File: config.mk
export PLATFORM = sky130hd
export DESIGN_NAME = stepper_axis
export DESIGN_NICKNAME = d
export VERILOG_FILES = /design/src/rtl/stepper_pkg.sv /design/src/rtl/stepper_axis_sync2.sv /design/src/rtl/stepper_axis.sv
export SDC_FILE = /design/constraint.sdc
export NUM_CORES = 1
export LEC_CHECK = 0
export ABC_AREA = 1
export BUFFER_PORTS_ARGS = -buffer_cell sky130_fd_sc_hd__buf_2
export CAP_MARGIN = 25
export CORE_MARGIN = 2
export CORE_UTILIZATION = 40
export DETAILED_ROUTE_END_ITERATION = 6
export PLACE_DENSITY = 0.66
export REMOVE_ABC_BUFFERS = 1
export SLEW_MARGIN = 10
export SYNTH_ARGS = -nofsm -noshare
export SYNTH_HDL_FRONTEND = slang
export SYNTH_SLANG_ARGS = --single-unit
File: constraint.sdc
create_clock -name clock -period 9.95 [get_ports clock]
set_input_delay 0.995 -clock clock [delete_from_list [all_inputs] [get_ports clock]]
set_output_delay 0.995 -clock clock [all_outputs]
set_load 0.1 [all_outputs]
File: src/rtl/stepper_pkg.sv
// Shared definitions for the stepper pulse generator.
// Holds the axis FSM state encoding, the speed-field geometry, the
// direction-bit location, the DIR reset value, and two small helpers
// (tick clamping and soft-limit blocking) used by stepper_axis.
package stepper_pkg;

    // Axis sequencing states.
    typedef enum logic [1:0] {
        IDLE     = 2'd0,  // stopped, or the next step is blocked by a limit
        SETUP    = 2'd1,  // DIR changed, waiting for it to settle
        PULSE_HI = 2'd2,  // STEP high
        PULSE_LO = 2'd3   // remainder of the step period
    } state_t;

    // Width of the S field taken from the speed register.
    localparam int S_WIDTH = 16;

    // Bit of the direction register that selects positive motion.
    localparam int DIR_BIT = 0;

    // DIR pin value out of reset (positive direction).
    localparam logic DIR_RESET = 1'b1;

    // Raise a requested tick count to the minimum allowed period.
    function automatic logic [S_WIDTH-1:0] clamp_ticks(
        input logic [S_WIDTH-1:0] s,
        input logic [S_WIDTH-1:0] floor_ticks
    );
        return (s < floor_ticks) ? floor_ticks : s;
    endfunction

    // A step is blocked when it would carry the position past a soft limit.
    function automatic logic step_blocked(
        input logic               dir,
        input logic signed [31:0] pos,
        input logic signed [31:0] pos_min,
        input logic signed [31:0] pos_max
    );
        return dir ? (pos == pos_max) : (pos == pos_min);
    endfunction

endpackage

File: src/rtl/stepper_axis_sync2.sv
// Two-flop synchronizer for a single asynchronous input.
// Ports:
//   clk   - destination clock
//   rst_n - asynchronous active-low reset, clears both flops
//   d     - asynchronous input
//   q     - synchronized output, two clocks of latency
module sync2 (
    input  logic clk,
    input  logic rst_n,
    input  logic d,
    output logic q
);

    logic meta_r;
    logic sync_r;

    // Two-stage capture of the asynchronous input.
    always_ff @(posedge clk or negedge rst_n) begin
        if (!rst_n) begin
            meta_r <= 1'b0;
            sync_r <= 1'b0;
        end else begin
            meta_r <= d;
            sync_r <= meta_r;
        end
    end

    assign q = sync_r;

endmodule

File: src/rtl/stepper_axis.sv
// Single-axis stepper pulse generator.
// Turns a speed/direction register pair into STEP/DIR/EN pin activity for an
// external stepper driver and keeps the signed axis position, with soft
// limits and an asynchronous home button that zeroes the position.
// Ports:
//   clock      - system clock
//   ctrl_reset - asynchronous active-low reset
//   speed      - [15:0] = S ticks per step (0 = stop), upper bits ignored
//   direction  - bit0 = 1 positive, 0 negative, other bits ignored
//   home       - raw home button, asynchronous
//   step_out   - STEP pin (registered)
//   dir_out    - DIR pin (registered)
//   motor_en   - driver enable, high while not IDLE (registered)
//   position   - signed step count
//   limit_hit  - sticky soft-limit flag
module stepper_axis
    import stepper_pkg::*;
#(
    parameter int                 TICK_DIV  = 1000,
    parameter int                 MIN_TICKS = 2,
    parameter int                 PULSE_W   = 50,
    parameter int                 DIR_SETUP = 100,
    parameter logic signed [31:0] POS_MIN   = -32'sd100000,
    parameter logic signed [31:0] POS_MAX   = 32'sd100000
) (
    input  logic        clock,
    input  logic        ctrl_reset,
    input  logic [31:0] speed,
    input  logic [31:0] direction,
    input  logic        home,
    output logic        step_out,
    output logic        dir_out,
    output logic        motor_en,
    output logic [31:0] position,
    output logic        limit_hit
);

    // The shared counter times both the STEP high phase and DIR settling.
    localparam int PHASE_MAX = (PULSE_W > DIR_SETUP) ? PULSE_W : DIR_SETUP;
    localparam int PHASE_W   = $clog2(PHASE_MAX + 1);

    localparam logic [PHASE_W-1:0] PULSE_LAST = PHASE_W'(PULSE_W - 1);
    localparam logic [PHASE_W-1:0] SETUP_LAST = PHASE_W'(DIR_SETUP - 1);
    localparam logic [PHASE_W-1:0] PHASE_ZERO = {PHASE_W{1'b0}};
    localparam logic [S_WIDTH-1:0] MIN_S      = S_WIDTH'(MIN_TICKS);
    localparam logic [S_WIDTH-1:0] S_ZERO     = {S_WIDTH{1'b0}};

    state_t               state_r;
    state_t               state_s;
    logic                 step_out_r;
    logic                 step_out_s;
    logic                 dir_out_r;
    logic                 dir_out_s;
    logic                 motor_en_r;
    logic                 motor_en_s;
    logic signed [31:0]   position_r;
    logic signed [31:0]   position_step_s;
    logic signed [31:0]   position_s;
    logic                 limit_hit_r;
    logic                 limit_step_s;
    logic                 limit_hit_s;
    logic [S_WIDTH-1:0]   s_eff_r;
    logic [S_WIDTH-1:0]   s_eff_s;
    logic [31:0]          period_cnt_r;
    logic [31:0]          period_cnt_s;
    logic [PHASE_W-1:0]   phase_cnt_r;
    logic [PHASE_W-1:0]   phase_cnt_s;
    logic                 try_step_s;

    logic [S_WIDTH-1:0]   s_in_s;
    logic                 dir_bit_s;
    logic [31:0]          period_last_s;
    logic                 home_sync_s;
    logic                 home_dly_r;
    logic                 home_edge_s;
    logic                 unused_bits_s;

    assign s_in_s    = speed[S_WIDTH-1:0];
    assign dir_bit_s = direction[DIR_BIT];

    // Register bits that carry no meaning for this block.
    assign unused_bits_s = &{1'b0, speed[31:S_WIDTH], direction[31:DIR_BIT+1]};

    // Clock count at which the next step slot opens, measured from STEP rise.
    assign period_last_s = (32'(s_eff_r) * 32'(TICK_DIV)) - 32'd1;

    sync2 u_home_sync (
        .clk   (clock),
        .rst_n (ctrl_reset),
        .d     (home),
        .q     (home_sync_s)
    );

    assign home_edge_s = home_sync_s & ~home_dly_r;

    // Delayed copy of the synchronized home level for rising-edge detection.
    always_ff @(posedge clock or negedge ctrl_reset) begin
        if (!ctrl_reset) begin
            home_dly_r <= 1'b0;
        end else begin
            home_dly_r <= home_sync_s;
        end
    end

    // Next-state, counter and pin logic for the axis sequencer.
    always_comb begin
        state_s      = state_r;
        step_out_s   = step_out_r;
        dir_out_s    = dir_out_r;
        s_eff_s      = s_eff_r;
        period_cnt_s = period_cnt_r + 32'd1;
        phase_cnt_s  = phase_cnt_r + PHASE_W'(1);
        try_step_s   = 1'b0;
        position_step_s = position_r;
        limit_step_s    = limit_hit_r;

        case (state_r)
            IDLE: begin
                period_cnt_s = 32'd0;
                phase_cnt_s  = PHASE_ZERO;
                if (s_in_s == S_ZERO) begin
                    state_s = IDLE;
                end else if (dir_bit_s == dir_out_r) begin
                    try_step_s = 1'b1;
                end else begin
                    // DIR moves now; the step waits for it to settle.
                    state_s   = SETUP;
                    dir_out_s = dir_bit_s;
                end
            end

            SETUP: begin
                period_cnt_s = 32'd0;
                if (s_in_s == S_ZERO) begin
                    state_s     = IDLE;
                    phase_cnt_s = PHASE_ZERO;
                end else if (phase_cnt_r == SETUP_LAST) begin
                    phase_cnt_s = PHASE_ZERO;
                    if (dir_bit_s != dir_out_r) begin
                        // Direction moved again while settling: start over.
                        dir_out_s = dir_bit_s;
                    end else begin
                        try_step_s = 1'b1;
                    end
                end else begin
                    state_s = SETUP;
                end
            end

            PULSE_HI: begin
                if (phase_cnt_r == PULSE_LAST) begin
                    // The pulse always completes; a stop takes effect after it.
                    step_out_s  = 1'b0;
                    phase_cnt_s = PHASE_ZERO;
                    if (s_in_s == S_ZERO) begin
                        state_s      = IDLE;
                        period_cnt_s = 32'd0;
                    end else begin
                        state_s = PULSE_LO;
                    end
                end else begin
                    state_s = PULSE_HI;
                end
            end

            PULSE_LO: begin
                phase_cnt_s = PHASE_ZERO;
                if (s_in_s == S_ZERO) begin
                    state_s      = IDLE;
                    period_cnt_s = 32'd0;
                end else if (period_cnt_r == period_last_s) begin
                    if (dir_bit_s == dir_out_r) begin
                        try_step_s = 1'b1;
                    end else begin
                        state_s      = SETUP;
                        dir_out_s    = dir_bit_s;
                        period_cnt_s = 32'd0;
                    end
                end else begin
                    state_s = PULSE_LO;
                end
            end

            default: begin
                state_s      = IDLE;
                step_out_s   = 1'b0;
                period_cnt_s = 32'd0;
                phase_cnt_s  = PHASE_ZERO;
            end
        endcase

        // A step attempt either issues a pulse or is suppressed at a limit.
        // dir_out_r already equals the requested direction here.
        if (try_step_s) begin
            period_cnt_s = 32'd0;
            phase_cnt_s  = PHASE_ZERO;
            if (step_blocked(dir_out_r, position_r, POS_MIN, POS_MAX)) begin
                state_s      = IDLE;
                limit_step_s = 1'b1;
            end else begin
                state_s         = PULSE_HI;
                step_out_s      = 1'b1;
                s_eff_s         = clamp_ticks(s_in_s, MIN_S);
                position_step_s = dir_out_r ? (position_r + 32'sd1) : (position_r - 32'sd1);
                // Any issued step moves away from a limit that was hit.
                limit_step_s    = 1'b0;
            end
        end else begin
            s_eff_s = s_eff_r;
        end

        // Home overrides the step's position update but not its pulse.
        position_s  = home_edge_s ? 32'sd0 : position_step_s;
        limit_hit_s = home_edge_s ? 1'b0 : limit_step_s;
        motor_en_s  = (state_s != IDLE);
    end

    // Sequencer state, counters and registered pin outputs.
    always_ff @(posedge clock or negedge ctrl_reset) begin
        if (!ctrl_reset) begin
            state_r      <= IDLE;
            step_out_r   <= 1'b0;
            dir_out_r    <= DIR_RESET;
            motor_en_r   <= 1'b0;
            position_r   <= 32'sd0;
            limit_hit_r  <= 1'b0;
            s_eff_r      <= S_ZERO;
            period_cnt_r <= 32'd0;
            phase_cnt_r  <= PHASE_ZERO;
        end else begin
            state_r      <= state_s;
            step_out_r   <= step_out_s;
            dir_out_r    <= dir_out_s;
            motor_en_r   <= motor_en_s;
            position_r   <= position_s;
            limit_hit_r  <= limit_hit_s;
            s_eff_r      <= s_eff_s;
            period_cnt_r <= period_cnt_s;
            phase_cnt_r  <= phase_cnt_s;
        end
    end

    assign step_out  = step_out_r;
    assign dir_out   = dir_out_r;
    assign motor_en  = motor_en_r;
    assign position  = position_r;
    assign limit_hit = limit_hit_r;

endmodule
# ---- Yosys cells after proc, flatten, opt, wreduce, memory -nomap -nowiden
# Index checks and enable logic that the tools add are counted.
dict set report word_totals {
  register_bits 96
  out_inout_bits 36
  elab_cells 101
  inputBits 67
}
dict set report classes {
  n_eq_ne 17
  n_addsub 5
  bitwise 3
  reduce_logical 10
  order_cmp 1
  mul 1
  muxes 52
}
# op n
set ops {}
lappend ops {{32-bit two-way mux} 10}
lappend ops {{32-bit case mux with 3 select lines} 1}
lappend ops {{32-bit by 18-bit equality test with 1-bit output, second input constant} 2}
lappend ops {{32-bit by 1-bit adder with 32-bit output, second input constant} 1}
lappend ops {{32-bit by 2-bit adder with 32-bit output, second input constant} 1}
lappend ops {{32-bit equality test} 1}
lappend ops {{32-bit by 2-bit subtractor with 32-bit output, second input constant} 1}
lappend ops {{7-bit two-way mux} 4}
lappend ops {{26-bit by 1-bit subtractor with 27-bit output, second input constant} 1}
lappend ops {{16-bit by 7-bit multiplier with 23-bit output, second input constant} 1}
lappend ops {{1-bit two-way mux} 22}
lappend ops {{7-bit case mux with 3 select lines} 1}
lappend ops {{2-bit two-way mux} 10}
lappend ops {{16-bit zero test} 1}
lappend ops {{16-bit by 2-bit less-than comparator with 1-bit output, second input constant} 1}
lappend ops {{16-bit two-way mux} 1}
lappend ops {{2-bit != test, second input constant} 7}
lappend ops {{2-bit case mux with 4 select lines} 1}
lappend ops {{7-bit by 1-bit adder with 7-bit output, second input constant} 1}
lappend ops {{7-bit by 6-bit equality test with 1-bit output, second input constant} 1}
lappend ops {{7-bit equality test, second input constant} 1}
lappend ops {{7-bit AND reduction} 1}
lappend ops {{1-bit case mux with 3 select lines} 2}
lappend ops {{2-bit equality test, second input constant} 2}
lappend ops {{other kinds (10)} 14}

# ---- Depth between registers and ports, before layout
# Gate-level depths: netlist of run 1.
dict set report depth {
  depth_word 8
  mapped_depth 33
  depth_no_buf 31
}

# ---- Cells and area by module
# Synthesis of run 1 repeated with hierarchy kept, for this count alone.
dict set report unflattened {
  cells_unflattened 1504
  area_unflattened_um2 10637.7
}
# mod instances seq_area_each_um2 cells_each area_each_um2
set by_module_without_submodules {}
lappend by_module_without_submodules {stepper_axis 1 2353.5 1502 10587.7}
lappend by_module_without_submodules {sync2 1 50.0 2 50.0}

# ---- Worst setup path after synthesis of run 1
# No wires, ideal clock.
dict set report synth_timing {
  kind {register to register}
  start {reg s_eff_r[3]}
  end {reg position_r[2], in the netlist position[2]}
  n_path_buf 2
  arrival_time_ns 5.033
  setup_time_ns 0.122
  period_less_slack_ns 5.155
  slack_ns 4.795
  stages_incl_launch_ff 30
  required_ns 9.828
  cell_sequence {dfrtp_1 fa_1 inv_1 fa_1 fa_1 inv_1 fa_1 ha_1 nand2_2 inv_2 a21oi_2 nand2_1 nand2_1 nand2_1 nor2_2 nand2_2 nor2_8 nand3_2 nor2_4 nand2_1 o21ai_2 nand3_1 nor2_2 nand3_2 nand2_4 nand2_4 buf_6 buf_6 nand3_2 nand2_1}
}
dict set report synth_between {
  elab_chain_cells 8
}
# item line
set synth_lines {}
lappend synth_lines {{start: declaration} stepper_axis.sv:62} ;# logic [S_WIDTH-1:0] s_eff_r;
lappend synth_lines {{start signal: assignment} stepper_axis.sv:237} ;# s_eff_r <= s_eff_s;
lappend synth_lines {{16-bit by 7-bit multiplier with 23-bit output} stepper_axis.sv:85} ;# assign period_last_s = (32'(s_eff_r) * 32'(TICK_DIV)) - 32'd1;
lappend synth_lines {{26-bit by 1-bit subtractor with 27-bit output} stepper_axis.sv:85}
lappend synth_lines {{32-bit equality test} stepper_axis.sv:171} ;# end else if (period_cnt_r == period_last_s) begin
lappend synth_lines {{1-bit two-way mux} stepper_axis.sv:171}
lappend synth_lines {{1-bit two-way mux} stepper_axis.sv:168} ;# if (s_in_s == S_ZERO) begin
lappend synth_lines {{1-bit case mux with 3 select lines} stepper_axis.sv:117} ;# case (state_r)
lappend synth_lines {{2-bit nonzero test (no line)} n/a}
lappend synth_lines {{2-bit AND reduction (no line)} n/a}
lappend synth_lines {{end signal: assignment} stepper_axis.sv:235} ;# position_r <= position_s;
lappend synth_lines {{end: declaration} stepper_axis.sv:56} ;# logic signed [31:0] position_r;
# Every way passes these cells.
# A chain may end at the register's enable or synchronous reset.

# ---- Worst setup path in the final report of run 1
dict set report layout_timing {
  start {reg s_eff_r[9]}
  end {reg s_eff_r[0]}
}
dict set report layout_between {
  elab_chain_cells 7
}
# item line
set layout_lines {}
lappend layout_lines {{16-bit by 7-bit multiplier with 23-bit output} stepper_axis.sv:85}
lappend layout_lines {{26-bit by 1-bit subtractor with 27-bit output} stepper_axis.sv:85}
lappend layout_lines {{32-bit equality test} stepper_axis.sv:171}
lappend layout_lines {{1-bit two-way mux} stepper_axis.sv:171}
lappend layout_lines {{1-bit two-way mux} stepper_axis.sv:168}
lappend layout_lines {{1-bit case mux with 3 select lines} stepper_axis.sv:117}
lappend layout_lines {{2-bit AND reduction (no line)} n/a}
# Every way passes these cells.

==> impl_results.md, run 1 <==
- Worst-margin pin slew: 0.804 ns
- Number of enable flip-flop cells after synthesis: 0
- Die area: 27,400 um2
- Largest net degree at the start of global routing: 64
- Hold Crit Endpoint: u_home_sync.q
- Final Cycle Share: 64.7%
- Vias: ~9.3k
- Critical path data arrival time: 6.67 ns
- Drt pass-1 iters: 7
- H-tree Lvls: 3
- All-Layer GR Usage: 18.7%
- Clock Path Buffers: 2
- Post-Synth Simple-Gate Area: 34.3%
- IO Pins: 103
- Initial Util: 40.4%
- Post-Synth XOR/XNOR Area: 5.71%
- Setup crit end kind: register
- Vias in the first global route: 9,180
- Crit Path Class: register to register
- Cts bufs inserted: 9
- Top_reg_cell synth: dfrtp_1
- Post-synthesis compound-gate area fraction: 6.07%
- Die Width: roughly 170 um
- First-pass GRT wire length: 42,100 um
- GR peak layer: met2
- Post-Synth Adder-Cell Area: between 20% and 30%
- Mux share of post-synthesis cell area: 0%
- Slew headroom: 46.4%
- Routed wire length: 23,800 um
- Number of diodes: 0
- CTS tree: built
- Seq cells post-synth: 96
- # nets final: 1,712
- Hold Path Origin: u_home_sync.meta_r
- RSZ-0062 raised after global routing: false
- DR iter-0 viols: 575
- Max-slew violation count: 0
- Rows: 59
- Cell Area, Synth: between 10,000 and 15,000 um2
- CP Launch Type: register
- Max Freq: 0.155 GHz
- Root Buffer: clkbuf_16
- Final setup TNS: 0 ns
- Post-DP HPWL: 18,900 um
- Ys Warns: 0
- Routing usage on met3: ~2.5%
- Clock Pin Slew Worst Setup and Hold Paths: roughly 0.08 ns
- Largest family of logic cells by synthesized area: simple AND/OR/NAND/NOR gates
- WHS Path Cells: 0
- Cells after Synth: 1,459
- Synth async-reset ratio: 100%
- Worst-path maximum fanout: 57
- Post-CTS setup buffer count: 0
- RePlAce Congestion: slightly below 0.9
- Flop2flop setup slack: 3.51 ns
- Die height: 166 um
- Clock skew: 0.0123 ns
- DR vias/cell: 5.03
- Final count of negative-setup-slack endpoints: 0
- Clk sink count: 96
- Sequential fraction of the synthesis area: 23.0%
- Worst r2r dst: s_eff_r[0]
- Number of port buffers: 55
- Met1 usage in global routing: 24.0%
- Total grt overflow: 0
- P&R area growth vs syn: 8.78%
- Met2 Usage GRT: 33.3%
- Clock latency on the worst-skew pair: 0.36 ns
- Fill count: 2,677
- Initial antenna violation count: 0
- Drt wl/cell: 12.9 um
- Reg2reg start: s_eff_r[9]
- Status: complete, no violations
- CP required: approximately 10 ns
- Post_cts resized: 0
- Distinct cell type count after synthesis: 48
- DRC violations left: 0
- Fraction of layout cells with a size suffix above 1: 9.61%
- Min Clock Period, post-route: 6.44 ns
- Mean Syn Cell Area: 7.15 um2
- Core ar.: 25,800 um2
- Final ANT Viol Nets: 0
- CTS Hold Buffers Added: 0
- Tightest Hold Check Type: register to register
- Fin. Hold Viols: 0
- R2R depth: 26
- Maxcap violations: 0
-- area by class of cell --
type,count,area [um2],share of cell area [%]
flip-flops and latches,96,2400,21.2
repair buffers,60,343,3.02
well taps,335,419,3.69
inverters,241,905,7.97
clock buffers,9,225,1.98
multi-input cells,1096,6980,61.5
clock inverters,7,72.6,0.639
-- how the worst max path moves through the flow --
stage / start / cells past startpoint / endpoint
after global routing: s_eff_r[9] / 26 / position[14]
after CTS: s_eff_r[9] / 26 / s_eff_r[0]
after floorplan: s_eff_r[3] / 27 / s_eff_r[0]
after global placement: s_eff_r[8] / 25 / s_eff_r[0]
after detailed placement: s_eff_r[9] / 26 / position[14]
final: s_eff_r[9] / 26 / s_eff_r[0]
-- cell families (layout without fill, tap and decap cells) --
| kind of cell | after synthesis | count (layout) |
|---|---|---|
| AO/OA/AOI/OAI | 111 | 111 |
| XOR/XNOR | 68 | 68 |
| adder cells (fa/ha/maj) | 141 | 141 |
| buffers and inverters | 267 | 317 |
| flip-flops | 96 | 96 |
| AND/OR/NAND/NOR | 776 | 776 |
-- critical path: stages, from the launching register on --
cell     delay [ns]
dfrtp_1        0.53
fa_1           0.58
inv_1          0.05
fa_1           0.53
inv_1          0.06
fa_1           0.57
fa_1           0.44
ha_1           0.43
nand2_1        0.12
nor2_1         0.15
inv_1          0.08
nor3_1         0.25
nand4_1        0.23
nand3_1        0.12
nand2_1        0.07
nand2_1        0.14
nand2_1        0.08
nor2_1         0.13
nand3_1        0.09
nand2_1        0.08
nand3_1        0.07
nor2_2         0.15
nand3_2        0.13
nand2_4        0.38
nand2_4        0.53
nand2_1        0.18
o21ai_0        0.09
-- flip-flops by register name, summed over array words and instances, names as in the netlist --
signal,cells
step_out,1
dir_out,1
s_eff_r,16
position,32
limit_hit,1
period_cnt_r,32
u_home_sync.meta_r,1
motor_en,1
home_dly_r,1
u_home_sync.q,1
phase_cnt_r,7
state_r,2
-- through the flow --
| stage | instances | cell area [um2] | hold WS (ns) | worst slack (ns) | utilization (%) |
|---|---|---|---|---|---|
| finish | 1844 | 11300 | 0.355 | 3.51 | 43.9 |
| CTS | 1843 | 11300 | 0.357 | 3.52 | 43.8 |
| global placement | 1826 | 11000 | 0.333 | 3.59 | 42.6 |
| global route | 1844 | 11300 | 0.363 | 2.94 | 43.9 |
| detailed placement | 1827 | 11000 | 0.339 | 3.56 | 42.7 |
| floorplan | 1433 | 10300 | 0.331 | 4.52 | - |
-- metal layers --
metal  vias up  part of all wire [%]
li1       4763                     -
met1      4385                    47
met2       123                    49
met3        11                   2.7
met4         0                  0.78
met5         -                     0
-- cell usage in the layout, fill, tap and decap left out, types with 17 or more instances in the layout --
cell     count
nand3_1    119
nand3_2     28
nand2_1    369
inv_1      232
dfrtp_1     95
ha_1        86
fa_1        55
nor2_1     132
xor2_1      51
a21oi_1     50
buf_2       54
o21ai_0     26
nand4_1     51
nor3_1      29
xnor2_1     17
-- Yosys cell counts (4+ instances only) --
| cell type | instances | share of area, % |
|---|---|---|
| nand3b_1 | 4 | 0.29 |
| nand3_2 | 28 | 2.7 |
| buf_6 | 4 | 0.43 |
| nand2_1 | 369 | 13 |
| o21ai_0 | 26 | 1.2 |
| nand3_1 | 119 | 5.7 |
| fa_1 | 55 | 11 |
| xnor2_1 | 17 | 1.4 |
| inv_2 | 8 | 0.29 |
| dfrtp_1 | 95 | 23 |
| o21ai_1 | 6 | 0.29 |
| nor2_1 | 132 | 4.7 |
| ha_1 | 86 | 10 |
| nor2_2 | 7 | 0.42 |
| nor3_1 | 29 | 1.4 |
| a21o_1 | 4 | 0.29 |
| a31oi_1 | 4 | 0.24 |
| nand4_1 | 51 | 3.1 |
| clkbuf_1 | 10 | 0.36 |
| xor2_1 | 51 | 4.3 |
| inv_1 | 232 | 8.3 |
| o21a_1 | 4 | 0.29 |
| a21oi_1 | 50 | 2.4 |
| buf_2 | 10 | 0.48 |
| nand2_2 | 11 | 0.66 |
| nor4_1 | 9 | 0.54 |
Power of run 1 is not shown: default switching activity piles up to over one toggle a cycle in this logic, so the estimate is an artifact.
==> inputs of run 2 (changes only) <==
--- a/config.mk
+++ b/config.mk
@@ -11,7 +11,7 @@
 export CORE_MARGIN = 2
 export CORE_UTILIZATION = 40
 export DETAILED_ROUTE_END_ITERATION = 6
-export PLACE_DENSITY = 0.66
+export PLACE_DENSITY = 0.68
 export REMOVE_ABC_BUFFERS = 1
 export SLEW_MARGIN = 10
 export SYNTH_ARGS = -nofsm -noshare
==> constraint.sdc (replaced) <==
create_clock -name clock -period 5.83 [get_ports clock]
set_input_delay 0.583 -clock clock [delete_from_list [all_inputs] [get_ports clock]]
set_output_delay 0.583 -clock clock [all_outputs]
set_load 0.1 [all_outputs]
==> run 2 against run 1 <==
  * Highest routed layer unchanged
  * Die area is the same
  * Clock skew shrank 0.0036 ns
  * Sequential cell count is the same
  * Global-route usage grew 0.34 points
==> impl_results.md, run 2 (synthesized netlist as in run 1, its figures left out) <==
- Worst-margin pin slew: around 0.69 ns
- # nets final: 1,734
- Worst-path maximum fanout: 13
- Worst r2r dst: period_cnt_r[30]
- Die area: 27,400 um2
- Initial Util: between 40% and 50%
- All-Layer GR Usage: 19.0%
- Slew headroom: between 50 and 60%
- Die height: around 170 um
- Status: complete, no violations
- Tightest Hold Check Type: input port to asynchronous set/reset pin
- Die Width: around 170 um
- Flop2flop setup slack: 0.33 ns
- Maxcap violations: 0
- DRC violations left: 0
- H-tree Lvls: 3
- Clock latency on the worst-skew pair: about 0.37 ns
- Fin. Hold Viols: 0
- Vias: 9,353
- Post-DP HPWL: 19,000 um
- Number of diodes: 0
- Clock Path Buffers: 2
- Root Buffer: clkbuf_16
- Setup crit end kind: register
- CP required: 6.09 ns
- RePlAce Congestion: 0.889
- Final ANT Viol Nets: 0
- IO Pins: 103
- CP Launch Type: register
- Max Freq: 0.182 GHz
- Initial antenna violation count: 0
- Crit Path Class: register to register
- Critical path capture point: period_cnt_r[30]
- Max-slew violation count: 0
- Number of port buffers: 55
- Most frequent cells in the layout: nand2_1, inv_1, nor2_1
- Core ar.: between 20,000 and 30,000 um2
- R2R depth: 27
- GR peak layer: met2
- Drt wl/cell: 13.2 um
- Post-Layout Cell Count: 1,866
- Clock skew: 0.00869 ns
- Critical path data arrival time: 5.75 ns
- Vias in the first global route: 9,380
- First-pass GRT wire length: 42,800 um
- Most common cell after layout, fill and taps aside: nand2_1
- Clock Pin Slew Worst Setup and Hold Paths: 0.08 ns
- Largest net degree at the start of global routing: 56
- Final Cycle Share: 94.3%
- Min Clock Period, post-route: around 5.5 ns
- CTS Hold Buffers Added: 0
- Drt pass-1 iters: 5
- Total grt overflow: 0
- P&R area growth vs syn: 13.1%
- Met2 Usage GRT: around 34%
- Met1 usage in global routing: 24.4%
- Rows: between 50 and 60
- DR vias/cell: 5.01
- CTS tree: built
- Fill count: around 2.6k
- Worst setup path startpoint: s_eff_r[9]
- Clk sink count: 96
- Routing usage on met3: 2.55%
- Final count of negative-setup-slack endpoints: 0
- Reg2reg start: s_eff_r[9]
- Routed wire length: roughly 25,000 um
- Dpl cells: 1,839
- Fraction of layout cells with a size suffix above 1: between 10% and 20%
- Cts bufs inserted: 9
- DR iter-0 viols: 526
run 2: changes by cell type in the layout (fill, tap and decap cells not counted), moves of 3 or more:
| cell | delta |
|---|---|
| nor2_2 | +4 |
| buf_4 | +18 |
| ha_2 | +3 |
| dfrtp_1 | -9 |
| nor2_1 | -8 |
| nand3_1 | -3 |
| nor2_4 | +4 |
| dfrtp_2 | +9 |
| nand2_2 | +6 |
| ha_1 | -11 |
| ha_4 | +8 |
| buf_12 | +3 |
| nand2_1 | -8 |
run 2: final cells by class:
| class | instances | area, um2 | share of cell area, % |
|---|---|---|---|
| sequential | 96 | 2410 | 20.5 |
| clock inverter | 7 | 73.8 | 0.626 |
| multi-input combinational | 1096 | 7200 | 61.0 |
| clock buffer | 9 | 225 | 1.91 |
| tap | 335 | 419 | 3.55 |
| inverter | 241 | 905 | 7.67 |
| timing repair buffer | 82 | 559 | 4.74 |
run 2: worst min-delay path by stage:
| stage | start | slack [ns] | to | depth (start not counted) |
|---|---|---|---|---|
| CTS | ctrl_reset | 0.23 | phase_cnt_r[2] | 1 |
| global route | ctrl_reset | 0.27 | phase_cnt_r[0] | 1 |
| global placement | u_home_sync.meta_r | 0.33 | u_home_sync.q | 0 |
| finish | ctrl_reset | 0.21 | phase_cnt_r[0] | 1 |
| floorplan | ctrl_reset | 0.29 | home_dly_r | 0 |
| detailed placement | u_home_sync.meta_r | 0.34 | u_home_sync.q | 0 |
run 2: critical path, cell delays in order (launching register included):
cell and delay (ns):
dfrtp_2 0.47, fa_1 0.55, inv_1 0.05, fa_1 0.52
inv_1 0.06, fa_1 0.58, fa_1 0.43, ha_1 0.41
nand2_1 0.13, nor2_1 0.15, inv_1 0.09, nor3_2 0.16
nand4_1 0.18, nand3_1 0.12, nand2_1 0.08, nand2_1 0.13
nand2_1 0.07, nor2_1 0.11, nand3_1 0.09, nand2_1 0.08
nand3_1 0.10, nor2_4 0.13, nand3_2 0.12, nand2_4 0.13
inv_2 0.07, nand2_4 0.14, clkbuf_16 0.19, nor2_1 0.04
run 2: per-layer routing:
layer | vias up | wire length, um
met5 | - | 0
met4 | 0 | 331
met3 | 23 | 857
met2 | 152 | 12000
met1 | 4370 | 11400
li1 | 4808 | -
run 2: per-stage QoR:
stage	hold WS [ns]	cell area [um2]	util, %	TNS, ns	setup slack, ns
finish	0.215	11800	45.7	0	0.332
global route	0.270	11800	45.7	-0.0921	-0.0139
CTS	0.233	11500	44.3	0	0.107
detailed placement	0.336	11200	43.2	0	0.133
global placement	0.333	11100	43.1	0	0.231
floorplan	0.287	10300	-	0	0.400
run 2: timing repair:
item                       4_1_cts  5_1_grt
setup endpoints to repair        0       86
resized for setup                0       56
setup buffers                    0        9
Power of run 2 is left out for the same reason.
==> inputs of run 3 (changes only) <==
--- a/config.mk
+++ b/config.mk
@@ -8,10 +8,12 @@
 export ABC_AREA = 1
 export BUFFER_PORTS_ARGS = -buffer_cell sky130_fd_sc_hd__buf_2
 export CAP_MARGIN = 25
+export CELL_PAD_IN_SITES_DETAIL_PLACEMENT = 1
+export CELL_PAD_IN_SITES_GLOBAL_PLACEMENT = 2
 export CORE_MARGIN = 2
-export CORE_UTILIZATION = 40
+export CORE_UTILIZATION = 32
 export DETAILED_ROUTE_END_ITERATION = 6
-export PLACE_DENSITY = 0.68
+export PLACE_DENSITY = 0.87
 export REMOVE_ABC_BUFFERS = 1
 export SLEW_MARGIN = 10
 export SYNTH_ARGS = -nofsm -noshare
==> run 3 against run 2 <==
  * Count of clock-buffer cells in the layout increased by 2
  * Critical endpoint is now period_cnt_r[2]
  * Cell area increased by 5.3%
  * Clock skew increased by 0.0039 ns
  * First-iteration DRC count decreased by 33%
  * Hold slack improved by 0.085 ns
  * Die area increased by 24%
  * Critical path depth increased by 2
  * Global-route usage decreased by 0.86 points
  * Non-clock buffer count increased by 26
  * Sequential cell count unchanged
  * Worst setup slack got worse by 0.13 ns
  * Fmax decreased by 2.2%
==> impl_results.md, run 3 (synthesized netlist as in run 1, its figures left out) <==
- # nets final: around 1.8k
- IO Pins: 103
- Final ANT Viol Nets: 0
- CTS tree: built
- Crit Path Class: register to register
- RePlAce Congestion: 0.828
- CP required: 6.09 ns
- Clock Path Buffers: 2
- Max-slew violation count: 0
- Die height: between 150 and 200 um
- Most common cell after layout, fill and taps aside: nand2_1
- Largest net degree at the start of global routing: 57
- Max Freq: about 0.18 GHz
- CP max-delay cell: fa_1
- Initial Util: 32.3%
- Worst-margin pin slew: 0.914 ns
- Root Buffer: clkbuf_16
- Final Cycle Share: 96.4%
- First-pass GRT wire length: 50,000 um
- Clock skew: 0.0126 ns
- Die area: 34,100 um2
- P&R area growth vs syn: 19.1%
- Number of port buffers: 55
- Reg2reg start: s_eff_r[7]
- Clk sink count: 96
- Maxcap violations: 0
- Core ar.: 32,300 um2
- DR iter-0 viols: approximately 350
- Setup crit end kind: register
- Total grt overflow: 0
- Vias: 9,839
- Clock Pin Slew Worst Setup and Hold Paths: 0.08 ns
- R2R depth: 29
- All-Layer GR Usage: 18.1%
- Initial antenna violation count: 2
- Most frequent cells in the layout: nand2_1, inv_1, nor2_1
- Critical path data arrival time: between 5 and 6 ns
- Fin. Hold Viols: 0
- Rows: 66
- Worst-path maximum fanout: 16
- Fraction of layout cells with a size suffix above 1: between 15 and 20%
- H-tree Lvls: 3
- Clock latency on the worst-skew pair: 0.37 ns
- Fill count: ~4k
- Drt pass-1 iters: 4
- Die Width: 185 um
- Most used cell, CP: nand2_1
- Worst r2r dst: period_cnt_r[2]
- Vias in the first global route: 10.4k
- Final count of negative-setup-slack endpoints: 0
- Tightest Hold Check Type: input port to asynchronous set/reset pin
- Cts bufs inserted: 9
- Slew headroom: 38.5%
- Flop2flop setup slack: 0.21 ns
- Min Clock Period, post-route: 5.62 ns
- CP Launch Type: register
- DR vias/cell: 4.92
- Final core occ: 38.5%
- Post-DP HPWL: 23,700 um
- Drt wl/cell: 15.3 um
- Max incr delay on CP: 0.55 ns
- Status: complete, no violations
- Routed wire length: 30,500 um
- DRC violations left: 0
==> run 3: cell types whose count changed in the layout (fill, tap and decap cells not counted), moves of 4 or more <==
cell     before  now
a21oi_1      50   44
a21oi_2       1    7
buf_4        22   45
nand2_1     361  341
nand2_2      17   34
nand3_1     116  110
nand3_2      29   33
nor2_1      124  118
nor2_4        6   12
==> run 3: worst max path at each step <==
stage                     from               to  cells after the start
global route        s_eff_r[9]     position[24]                     29
floorplan           s_eff_r[3]       s_eff_r[0]                     27
global placement    s_eff_r[4]     position[19]                     27
detailed placement  s_eff_r[0]     position[24]                     27
CTS                 s_eff_r[4]     position[24]                     27
finish              s_eff_r[7]  period_cnt_r[2]                     29
==> run 3: timing repair <==
action | 4_1_cts | 5_1_grt
setup buffers | 0 | 15
resized for setup | 4 | 112
setup endpoints to repair | 78 | 86
pin swaps | 0 | 36
hold buffers | 0 | 0
hold endpoints to repair | 0 | 0
gates cloned | 0 | 2
==> run 3: metal layers <==
metal | part of all wire (%) | track usage [%] | routed length, um
met5 | 0.043 | 0 | 13
met4 | 1.6 | 4.58 | 491
met3 | 2.0 | 2.27 | 597
met2 | 52 | 34.0 | 15800
met1 | 45 | 21.8 | 13700
==> run 3: cell type report <==
class                      count  area [um2]  area share [%]
clock buffer                  11         253            2.03
multi-input combinational   1096        7440            59.9
timing repair buffer         108         797            6.41
clock inverter                 5        62.6           0.503
antenna                        1        2.50          0.0201
sequential                    96        2420            19.4
tap                          442         553            4.45
inverter                     241         905            7.28
==> run 3: critical path: cells and delay by family, from the launching register on <==
kind                     cells  cell delay, ns
adder cells (fa/ha/maj)      5            2.15
buffers and inverters        6            0.67
flip-flops                   1            0.47
AND/OR/NAND/NOR             18            2.22
==> run 3: metrics by stage <==
step | cell area (um2) | hold WS (ns) | setup TNS [ns] | cells | setup WS, ns
6_report | 12400 | 0.300 | 0 | 2000 | 0.207
5_1_grt | 12400 | 0.316 | -2.48 | 1999 | -0.0621
4_1_cts | 11800 | 0.309 | 0 | 1982 | 0.0370
3_5_place_dp | 11500 | 0.344 | -2.51 | 1966 | -0.0684
3_3_place_gp | 11400 | 0.336 | 0 | 1964 | 0.0700
2_1_floorplan | 10300 | 0.287 | 0 | 1433 | 0.400
Power of run 3 is left out for the same reason.
